==> src/rtl/piso_pkg.sv <==
// Shared types and helpers for the parallel-in serial-out serializer.
// Holds the FSM state encoding and the bit-counter width rule.
package piso_pkg;

  typedef enum logic {
    ST_IDLE  = 1'b0,
    ST_SHIFT = 1'b1
  } state_t;

  // Counter must stay at least one bit wide so WIDTH=1 still has a port.
  function automatic int cnt_width(input int w);
    return (w <= 1) ? 1 : $clog2(w);
  endfunction

endpackage

==> src/rtl/piso_ser_shift_core.sv <==
// Parallel-load shift register with a single output-end tap.
// load has priority over shift; with neither asserted the contents hold.
module shift_core #(
  parameter int WIDTH     = 8,
  parameter bit MSB_FIRST = 1'b1
) (
  input  logic             clk,
  input  logic             rst,
  input  logic             load,
  input  logic             shift,
  input  logic [WIDTH-1:0] din,
  output logic             tap
);

  logic [WIDTH-1:0] sreg_reg;
  logic [WIDTH-1:0] sreg_next;
  logic [WIDTH-1:0] shifted;

  // Move one place toward the output end, zero-filling the vacated bit.
  generate
    if (WIDTH == 1) begin : gen_w1
      assign shifted = '0;
      assign tap     = sreg_reg[0];
    end else if (MSB_FIRST) begin : gen_msb
      assign shifted = {sreg_reg[WIDTH-2:0], 1'b0};
      assign tap     = sreg_reg[WIDTH-1];
    end else begin : gen_lsb
      assign shifted = {1'b0, sreg_reg[WIDTH-1:1]};
      assign tap     = sreg_reg[0];
    end
  endgenerate

  always_comb begin
    sreg_next = sreg_reg;
    if (load) begin
      sreg_next = din;
    end else if (shift) begin
      sreg_next = shifted;
    end
  end

  always_ff @(posedge clk) begin
    if (rst) begin
      sreg_reg <= '0;
    end else begin
      sreg_reg <= sreg_next;
    end
  end

endmodule

==> src/rtl/piso_ser.sv <==
// Parallel-in serial-out serializer with valid/ready load and stallable output.
// Back-to-back words stream with no bubble when the last bit is consumed.
module piso_ser
  import piso_pkg::*;
#(
  parameter int WIDTH      = 8,
  parameter bit MSB_FIRST  = 1'b1,
  parameter bit IDLE_LEVEL = 1'b0,
  localparam int CW        = cnt_width(WIDTH)
) (
  input  logic             clk,
  input  logic             rst,
  input  logic             load_valid,
  output logic             load_ready,
  input  logic [WIDTH-1:0] din,
  input  logic             shift_en,
  output logic             sout,
  output logic             sout_valid,
  output logic             last,
  output logic             busy,
  output logic [CW-1:0]    bit_cnt
);

  state_t        state_reg;
  state_t        state_next;
  logic [CW-1:0] cnt_reg;
  logic [CW-1:0] cnt_next;

  logic last_bit;
  logic accept;
  logic core_shift;
  logic tap;

  assign last_bit   = (state_reg == ST_SHIFT) && (cnt_reg == CW'(WIDTH - 1));
  // Only combinational path from shift_en to an output.
  assign load_ready = (state_reg == ST_IDLE) || (last_bit && shift_en);
  assign accept     = load_valid && load_ready;
  assign core_shift = (state_reg == ST_SHIFT) && shift_en && !last_bit;

  shift_core #(
    .WIDTH    (WIDTH),
    .MSB_FIRST(MSB_FIRST)
  ) u_core (
    .clk  (clk),
    .rst  (rst),
    .load (accept),
    .shift(core_shift),
    .din  (din),
    .tap  (tap)
  );

  always_ff @(posedge clk) begin
    if (rst) begin
      state_reg <= ST_IDLE;
      cnt_reg   <= '0;
    end else begin
      state_reg <= state_next;
      cnt_reg   <= cnt_next;
    end
  end

  always_comb begin
    state_next = state_reg;
    cnt_next   = cnt_reg;
    case (state_reg)
      ST_IDLE: begin
        if (accept) begin
          state_next = ST_SHIFT;
          cnt_next   = '0;
        end
      end
      ST_SHIFT: begin
        if (shift_en) begin
          if (last_bit) begin
            state_next = accept ? ST_SHIFT : ST_IDLE;
            cnt_next   = '0;
          end else begin
            cnt_next = cnt_reg + CW'(1);
          end
        end
      end
      default: begin
        state_next = ST_IDLE;
        cnt_next   = '0;
      end
    endcase
  end

  always_comb begin
    sout_valid = (state_reg == ST_SHIFT);
    busy       = (state_reg == ST_SHIFT);
    sout       = (state_reg == ST_SHIFT) ? tap : IDLE_LEVEL;
    last       = last_bit;
    bit_cnt    = cnt_reg;
  end

endmodule
==> config.mk <==
export PLATFORM = sky130hd
export DESIGN_NAME = piso_ser
export DESIGN_NICKNAME = d
export VERILOG_FILES = /design/src/rtl/piso_pkg.sv /design/src/rtl/piso_ser_shift_core.sv /design/src/rtl/piso_ser.sv
export SDC_FILE = /design/constraint.sdc
export NUM_CORES = 1
export LEC_CHECK = 0
export ABC_CLOCK_PERIOD_IN_PS = 1500
export BUFFER_PORTS_ARGS = -buffer_cell sky130_fd_sc_hd__buf_2
export CAP_MARGIN = 5
export CELL_PAD_IN_SITES_DETAIL_PLACEMENT = 0
export CELL_PAD_IN_SITES_GLOBAL_PLACEMENT = 2
export CORE_ASPECT_RATIO = 1.2
export CORE_MARGIN = 2
export CORE_UTILIZATION = 24
export DETAILED_ROUTE_END_ITERATION = 10
export MAX_ROUTING_LAYER = met4
export PLACE_DENSITY = 0.75
export SYNTH_ARGS = -nofsm -noshare
export SYNTH_HDL_FRONTEND = slang
export SYNTH_SLANG_ARGS = --single-unit
==> constraint.sdc <==
create_clock -name clk -period 1.5 [get_ports clk]
set_clock_uncertainty 0.05 [all_clocks]
set_input_delay 0.375 -clock clk [delete_from_list [all_inputs] [get_ports clk]]
set_output_delay 0.375 -clock clk [all_outputs]
set_load 0.1 [all_outputs]
==> results of run 1 <==
## per-stage QoR
stage / area, um2 / hold slack (ns) / std cells / total power [mW] / setup slack, ns
CTS: 1010 / 0.329 / 126 / 0.840 / -0.317
detailed placement: 915 / 0.430 / 120 / 0.561 / -0.101
floorplan: 631 / 0.397 / 64 / 0.485 / -0.147
finish: 1010 / 0.330 / 126 / 0.830 / -0.280
global route: 1010 / 0.342 / 126 / 0.874 / -0.329
global placement: 915 / 0.422 / 120 / 0.559 / -0.0816
## cells in the mapped netlist
library cell,number,area share [%]
ha_1,2,4.4
a21boi_4,1,3.3
o211ai_1,1,1.3
a311oi_2,1,2.6
buf_6,1,2.0
nand2_2,1,1.1
and3b_1,1,1.5
nand2_1,14,9.2
nand3b_1,1,1.3
inv_2,1,0.65
mux2i_1,2,3.5
dfxtp_1,12,42
buf_4,1,1.3
nor2_1,3,2.0
a22oi_1,2,2.6
and2_1,2,2.2
inv_1,1,0.65
a311oi_1,6,9.2
nor3_1,7,6.1
clkbuf_1,1,0.65
nand3_1,1,0.87
a21oi_1,2,1.7
## power breakdown
group,internal (mW),switching (mW),total [mW]
clock network,0.147,0.107,0.254
registers,0.335,0.0120,0.347
logic,0.0960,0.134,0.230
total,0.578,0.252,0.830
## cell families (layout without fill, tap and decap cells)
| family | Yosys count | in the layout | share of synthesized area (%) |
|---|---|---|---|
| buf+inv | 5 | 36 | 5.24 |
| mux | 2 | 2 | 3.49 |
| fa+ha+maj | 2 | 2 | 4.37 |
| flops | 12 | 12 | 41.9 |
| simple gates | 30 | 30 | 24.2 |
| compound gates | 13 | 13 | 20.7 |
## layout make-up
class	instances	share of cell area (%)
repair buffers	30	32.1
flip-flops and latches	12	25.2
well taps	31	3.83
multi-input cells	47	33.8
inverters	2	1.48
clock buffers	4	3.58
## critical path, delay by kind of cell (launching register included)
family / cells / cell delay, ns
flops: 1 / 0.35
buf+inv: 2 / 0.20
compound gates: 1 / 0.21
fa+ha+maj: 2 / 0.33
## worst paths after layout
path | from | to | slack [ns] | cells after the start
max | bit_cnt[0] | load_ready | -0.28 | 5
min | din[0] | u_core.sreg_reg[0] | 0.33 | 3
max reg2reg | bit_cnt[0] | u_core.sreg_reg[2] | -0.04 | 6
min reg2reg | u_core.sreg_reg[4] | u_core.sreg_reg[4] | 0.44 | 2
## cells in the final DEF (no fill, tap or decap)
| cell type | synthesis | final |
|---|---|---|
| nand2_1 | 14 | 14 |
| buf_2 | 0 | 11 |
| buf_12 | 0 | 9 |
| dfxtp_1 | 12 | 8 |
| nor3_1 | 7 | 7 |
| a311oi_1 | 6 | 6 |
| buf_4 | 1 | 6 |
| dfxtp_4 | 0 | 4 |
| buf_6 | 1 | 4 |
| nor2_1 | 3 | 3 |
| clkbuf_4 | 0 | 3 |
| and2_4 | 0 | 2 |
| a21oi_1 | 2 | 2 |
| mux2i_1 | 2 | 2 |
| a22oi_2 | 0 | 2 |
| ha_4 | 0 | 2 |
| a21boi_4 | 1 | 1 |
| inv_8 | 0 | 1 |
| nand2_2 | 1 | 1 |
| and3b_1 | 1 | 1 |
| nand3b_1 | 1 | 1 |
| inv_1 | 1 | 1 |
| a311oi_2 | 1 | 1 |
| nand3_1 | 1 | 1 |
| o211ai_1 | 1 | 1 |
| clkbuf_8 | 0 | 1 |
## per-layer routing
| layer | part of all wire [%] | routed length, um |
|---|---|---|
| met1 | 41 | 627 |
| met2 | 52 | 799 |
| met3 | 5.9 | 91 |
| met4 | 1.2 | 19 |
| met5 | 0 | 0 |
## repair_timing
action,4_1_cts,5_1_grt
setup buffers,2,0
pin swaps,4,4
setup endpoints to repair,12,13
resized for setup,8,1
gates cloned,0,0
==> results.yml, run 1 <==
status:
  status: "finished with violations"
  violations: "negative setup slack"
route:
  dr.pass1.iters: 4
  wl_per_cell_um: 12.2
  dr_total_vias: 583
  drtIter0Drc: 12
  antenna_left: 0
  vias_per_cell: 4.63
  drc_errors: 0
  routed_wl_mm: 1.54
clock_tree:
  numCtsBuffers: 3
  clk_latency_ns: 0.27
  cts_tree: "done"
  postCtsHoldBufs: 0
  cts.sinks: 12
  cts.path.max_buffers: 2
  clockRootBuffer: "clkbuf_4"
  h-tree-depth: 1
  path_clk_slew_ns: 0.08
synth:
  syn_inst: 64
  synth.avg_cell_area_um2: 8.95
  ys_seq_elements: 12
  ys_types: 22
  synth_nets: 78
  ys_seq_area_share_pct: 41.9
  syn_area_um2: 573
  yosysWarningCount: 0
global_routing:
  grt_first_pass_wirelength_mm: 2.59
  grtUsageMet1_pct: 13.9
  antenna_found_initial: 0
  grt.overflow.total: 0
  grt_start_max_net_pins: 13
  use_met2_pct: 21.1
  grt_most_used_layer: "met2"
  grt_pass1_vias: 575
  grt_util_all_layers_pct: 12.6
  gr-usage-met3_pct: 3.40
layout:
  utilization_pct: 44.4
  drive_gt1_share_pct: 50.5
  syn2layout_area_growth_pct: 76.9
  num_antenna_cells: 0
  regArea_um2: 255
  multi_input_area_um2: 343
  fin_nets: 110
  nFillCells: 230
  largest_reg_flops: 8
timing:
  setup-tns-final_ns: -0.694
  setup_viol: 9
  fin_ws_ns: -0.280
  final_max_slew_viol_count: 0
  relSlewSlack_pct: 74.5
  hold_viol_final: 0
  fin_crit_ns: 1.78
  max_freq_mhz: 562
  worst_pin_slew_ns: 0.372
  rsz0062_at_grt: "yes"
  period_share_pct: 119
critical_path:
  start_kind: "flop"
  cp_data_arrival_time_ns: 1.35
  cpMaxStageDelayCell: "dfxtp_4"
  critPathKind: "reg -> out"
  cpMostUsedCell: "ha_4"
  cp_max_fo: 3
  worst-endpoint-required_ns: 1.07
  slowest_delay_ns: 0.35
  cp_cell_sequence: "ha_4 -> ha_4 -> a21boi_4 -> inv_8 -> buf_12"
  critPathCaptureType: "output port"
place:
  dp_hpwl_mm: 1.15
  port_buffers: 19
  gp_congestion: 0.693
floorplanning:
  core_um2: 2280
  dieHeight_um: 57.5
  die-area_um2: 2800
  initial_core_util_pct: 25.1
  ios: 20
  die_w_um: 48.6
  num_rows: 19
power:
  p_leak_nw: 0.400
  ir_drop_uv: 502
  powerDensity_nw_per_um2: 819
run:
  cap_viol_max_count: 0
worst_hold_path:
  min_path_type: "in -> reg"
Note: power is estimated with default switching activity, not from simulation.
==> run 2: changes to the inputs <==
--- a/config.mk
+++ b/config.mk
@@ -5,17 +5,17 @@
 export SDC_FILE = /design/constraint.sdc
 export NUM_CORES = 1
 export LEC_CHECK = 0
-export ABC_CLOCK_PERIOD_IN_PS = 1500
+export ABC_CLOCK_PERIOD_IN_PS = 2300
 export BUFFER_PORTS_ARGS = -buffer_cell sky130_fd_sc_hd__buf_2
 export CAP_MARGIN = 5
 export CELL_PAD_IN_SITES_DETAIL_PLACEMENT = 0
 export CELL_PAD_IN_SITES_GLOBAL_PLACEMENT = 2
 export CORE_ASPECT_RATIO = 1.2
 export CORE_MARGIN = 2
-export CORE_UTILIZATION = 24
+export CORE_UTILIZATION = 28
 export DETAILED_ROUTE_END_ITERATION = 10
 export MAX_ROUTING_LAYER = met4
-export PLACE_DENSITY = 0.75
+export PLACE_DENSITY = 0.82
 export SYNTH_ARGS = -nofsm -noshare
 export SYNTH_HDL_FRONTEND = slang
 export SYNTH_SLANG_ARGS = --single-unit
==> constraint.sdc (replaced) <==
create_clock -name clk -period 2.3 [get_ports clk]
set_clock_uncertainty 0.05 [all_clocks]
set_input_delay 0.575 -clock clk [delete_from_list [all_inputs] [get_ports clk]]
set_output_delay 0.575 -clock clk [all_outputs]
set_load 0.1 [all_outputs]
==> run 2 against run 1 <==
Net effect: the flow now finishes without violations; cell count is 17% lower; first-iteration DRC count is 42% lower; worst setup slack better by 0.38 ns; sequential power is 34% lower; die area is 13% lower; critical endpoint unchanged; largest power group unchanged; highest routed layer unchanged.
==> results.yml, run 2 (synthesized netlist as in run 1, its figures left out) <==
layout:
  layout_commonest_cell: "buf_2"
  regArea_um2: 245
  instances_no_fill: 104
  multi_input_area_um2: 305
  syn2layout_area_growth_pct: 25.8
  largest_reg_flops: 8
  fin_nets: 100
  nFillCells: 196
  mostFrequentLayoutCells: "19 x buf_2, 14 x nand2_1, 8 x dfxtp_1, 7 x nor3_1, 6 x a311oi_1"
  design_area_um2: 721
  drive_gt1_share_pct: 40.0
  num_antenna_cells: 0
place:
  gp_congestion: 0.676
  dp_cells: 100
  dp_hpwl_um: 949
  port_buffers: 19
  placed_area_um2: 684
timing:
  hold_viol_final: 0
  final_max_slew_viol_count: 0
  setup_viol: 0
  relSlewSlack_pct: 67.7
  setup-tns-final_ns: 0
  fin_crit_ns: 2.20
  max_freq_mhz: 454
  period_share_pct: 95.7
  worst_pin_slew_ns: 0.487
  rsz0062_at_grt: "no"
critical_path:
  cp_cell_sequence: "ha_1 -> ha_1 -> a21boi_4 -> inv_2 -> buf_2"
  cpMaxStageDelayCell: "buf_2"
  cp_data_arrival_time_ns: 1.58
  critPathKind: "reg -> out"
  slowest_delay_ns: 0.42
  critPathCaptureType: "output port"
  cp_max_fo: 4
  start_kind: "flop"
  worst-endpoint-required_ns: 1.67
  cpMostUsedCell: "ha_1"
floorplanning:
  dieHeight_um: 53.6
  ios: 20
  core_um2: 1890
  die_w_um: 45.3
  die-area_um2: 2430
  initial_core_util_pct: 30.3
  num_rows: 17
clock_tree:
  cts_tree: "done"
  clockRootBuffer: "clkbuf_4"
  cts.sinks: 12
  post_cts_resized: 0
  postCtsHoldBufs: 0
  path_clk_slew_ns: 0.08
  post_cts_buffers: 0
  cts.path.max_buffers: 2
  numCtsBuffers: 3
  clk_latency_ns: 0.27
  h-tree-depth: 1
route:
  dr.pass1.iters: 3
  drtIter0Drc: 7
  vias_per_cell: 5.10
  dr_total_vias: 530
  routed_wl_mm: 1.30
  antenna_left: 0
  drc_errors: 0
  wl_per_cell_um: 12.5
worst_hold_path:
  min_path_type: "reg -> reg"
power:
  ir_drop_uv: 318
  p_leak_nw: 0.314
  powerDensity_nw_per_um2: 697
global_routing:
  grt.overflow.total: 0
  antenna_found_initial: 0
  grt_first_pass_wirelength_mm: 2.19
  grt_util_all_layers_pct: 13.2
  grt_pass1_vias: 509
  grt_start_max_net_pins: 13
status:
  status: "finished, final reports clean"
run:
  cap_viol_max_count: 0
## run 2: routing by layer
layer	global-route usage [%]	vias to the layer above	share of wire, %
met5	-	-	0
met4	5.88	0	1.5
met2	20.7	9	47
li1	-	274	-
met1	14.7	245	50
met3	5.03	2	2.3
## run 2: path summary, 6_finish.rpt
check	startpoint	end	slack (ns)	depth (start not counted)
max reg2reg	bit_cnt[0]	u_core.sreg_reg[1]	0.57	5
max	bit_cnt[0]	load_ready	0.1	5
min reg2reg	u_core.sreg_reg[7]	u_core.sreg_reg[7]	0.43	2
min	u_core.sreg_reg[7]	u_core.sreg_reg[7]	0.43	2
## run 2: stage by stage
step | power (mW) | hold WS (ns) | util (%) | setup WS (ns)
floorplan | 0.315 | 0.395 | - | 0.0714
global placement | 0.340 | 0.421 | 36.2 | 0.407
detailed placement | 0.340 | 0.427 | 36.2 | 0.382
CTS | 0.511 | 0.440 | 38.1 | 0.0762
global route | 0.532 | 0.473 | 38.1 | 0.00505
finish | 0.503 | 0.432 | 38.1 | 0.0997
## run 2: final cells by class
type	instances	area share (%)
repair buffers	20	14.2
multi-input cells	47	42.4
flip-flops and latches	12	34.0
clock buffers	4	5.03
well taps	19	3.30
inverters	2	1.04
## run 2: worst max-delay path, delay by kind of cell (launching register included)
kind	cells	cell delay, ns
buffers and inverters	2	0.50
AOI/OAI and AO/OA	1	0.08
adders and majority gates	2	0.37
DFF	1	0.35
## run 2: report_power, final
group / internal [mW] / switching (mW)
Sequential: 0.222 / 0.00812
Clock: 0.0961 / 0.0721
Combinational: 0.0292 / 0.0754
==> run 3: changes to the inputs <==
--- a/config.mk
+++ b/config.mk
@@ -15,7 +15,8 @@
 export CORE_UTILIZATION = 28
 export DETAILED_ROUTE_END_ITERATION = 10
 export MAX_ROUTING_LAYER = met4
-export PLACE_DENSITY = 0.82
+export PLACE_DENSITY_LB_ADDON = 0.1
+export RECOVER_POWER = 50
 export SYNTH_ARGS = -nofsm -noshare
 export SYNTH_HDL_FRONTEND = slang
 export SYNTH_SLANG_ARGS = --single-unit
==> run 3 against run 2 <==
Net effect: clock power about the same; worst hold slack improved by 0.0013 ns; highest routed layer unchanged; sequential power about the same; global-route usage increased by 0.49 points; sequential cell count unchanged; die area unchanged; clock-buffer cell count unchanged; total power increased by 0.82%.
==> results.yml, run 3 (synthesized netlist as in run 1, its figures left out) <==
route:
  antenna_left: 0
  drc_errors: 0
  dr.pass1.iters: 4
  dr_total_vias: 529
  routed_wl_mm: 1.37
  wl_per_cell_um: 13.2
  drtIter0Drc: 9
  vias_per_cell: 5.09
floorplanning:
  initial_core_util_pct: 30.3
  core_um2: 1890
  num_rows: 17
  die-area_um2: 2430
  dieHeight_um: 53.6
  die_w_um: 45.3
  ios: 20
global_routing:
  antenna_found_initial: 0
  grt.overflow.total: 0
  grt_first_pass_wirelength_mm: 2.19
  grt_pass1_vias: 504
  grt_util_all_layers_pct: 13.7
  grt_start_max_net_pins: 13
layout:
  syn2layout_area_growth_pct: 25.8
  fin_nets: 100
  largest_reg_flops: 8
  layout_commonest_cell: "buf_2"
  mostFrequentLayoutCells: "16 x buf_2, 14 x nand2_1, 8 x dfxtp_1, 7 x nor3_1, 6 x a311oi_1"
  regArea_um2: 245
  drive_gt1_share_pct: 40.0
  nFillCells: 213
  multi_input_area_um2: 305
  num_antenna_cells: 0
  design_area_um2: 721
critical_path:
  rr_endpoint: "u_core.sreg_reg[4]"
  rrSetupSlack_ns: 0.55
  cpMaxStageDelayCell: "buf_2"
  r2r_start: "bit_cnt[0]"
  r2r.worst_path.cells: 5
  cp_max_fo: 4
  cp_cell_sequence: "ha_1 -> ha_1 -> a21boi_4 -> inv_2 -> buf_2"
  worst-path-buf-inv: 2
  slowest_delay_ns: 0.42
  critPathCaptureType: "output port"
  critPathKind: "reg -> out"
  worst-endpoint-required_ns: 1.67
  start_kind: "flop"
  cpMostUsedCell: "ha_1"
  path_delay_family: "buffers and inverters"
  cp_data_arrival_time_ns: 1.59
  critical_path_depth: 5
power:
  seqPwrFrac_pct: 45.5
  comb_power_share_pct: 20.7
  clock_power_share_pct: 33.8
  switching_share_pct: 31.5
  netSwitchingPower_mw: 0.160
  p_leak_nw: 0.311
  p_int_mw: 0.347
  powerDensity_nw_per_um2: 703
  ir_drop_uv: 310
worst_hold_path:
  hold_depth: 2
  min_path_type: "reg -> reg"
  hold_path.startpoint: "u_core.sreg_reg[7]"
  holdPathEnd: "u_core.sreg_reg[7]"
clock_tree:
  cts.path.max_buffers: 2
  numCtsBuffers: 3
  cts.sinks: 12
  h-tree-depth: 1
  clockRootBuffer: "clkbuf_4"
  post_cts_resized: 0
  postCtsHoldBufs: 0
  path_clk_slew_ns: 0.08
  post_cts_buffers: 0
  cts_tree: "done"
  clk_latency_ns: 0.27
timing:
  worst_pin_slew_ns: 0.539
  fin_crit_ns: 2.21
  period_share_pct: 96.1
  setup-tns-final_ns: 0
  max_freq_mhz: 452
  final_max_slew_viol_count: 0
  relSlewSlack_pct: 64.2
  hold_viol_final: 0
  setup_viol: 0
  rsz0062_at_grt: "no"
run:
  cap_viol_max_count: 0
place:
  placed_area_um2: 684
  gp_congestion: 0.651
  dp_hpwl_um: 968
  port_buffers: 19
status:
  status: "finished, final reports clean"
## run 3: tightest hold or removal path, cell delays in order (launching register included)
cell and delay [ns]:
dfxtp_1 0.31, nand2_1 0.05, a311oi_1 0.07
## run 3: stage by stage
| stage | hold slack (ns) | setup WS (ns) | total power [mW] | cells | utilization, % |
|---|---|---|---|---|---|
| after CTS | 0.439 | 0.0480 | 0.517 | 104 | 38.1 |
| after global routing | 0.461 | 0.000957 | 0.536 | 104 | 38.1 |
| final | 0.433 | 0.0887 | 0.507 | 104 | 38.1 |
| after global placement | 0.424 | 0.383 | 0.342 | 100 | 36.2 |
| after floorplan | 0.395 | 0.0714 | 0.315 | 64 | - |
| after detailed placement | 0.427 | 0.373 | 0.342 | 100 | 36.2 |
## run 3: power groups by stage
stage / Sequential, mW / Clock, mW / Combinational (mW)
final: 0.230 / 0.171 / 0.105
after global routing: 0.232 / 0.191 / 0.113
after CTS: 0.230 / 0.180 / 0.107
after detailed placement: 0.235 / 0 / 0.107
after global placement: 0.235 / 0 / 0.107
after floorplan: 0.251 / 0 / 0.0646
## run 3: area by class of cell
| type | count | share of cell area, % |
|---|---|---|
| timing repair buffer | 20 | 14.2 |
| clock buffer | 4 | 5.03 |
| sequential | 12 | 34.0 |
| inverter | 2 | 1.04 |
| multi-input combinational | 47 | 42.4 |
| tap | 19 | 3.30 |
## run 3: worst max-delay path by stage
stage	startpoint	end	slack, ns
final	bit_cnt[0]	load_ready	0.09
after global routing	bit_cnt[0]	load_ready	0.001
after global placement	bit_cnt[0]	load_ready	0.38
after CTS	bit_cnt[0]	load_ready	0.05
after floorplan	bit_cnt[0]	last	0.07
after detailed placement	bit_cnt[0]	load_ready	0.37
## run 3: routing by layer
metal  wire length [um]  GRT usage, %  vias to the layer above  share of wire (%)
met5                  0             -                        -                  0
met4                 14          8.82                        0                1.0
met3                 66          4.36                        2                4.8
met2                650          21.2                       16                 47
met1                641          14.9                      238                 47
li1                   -             -                      273                  -
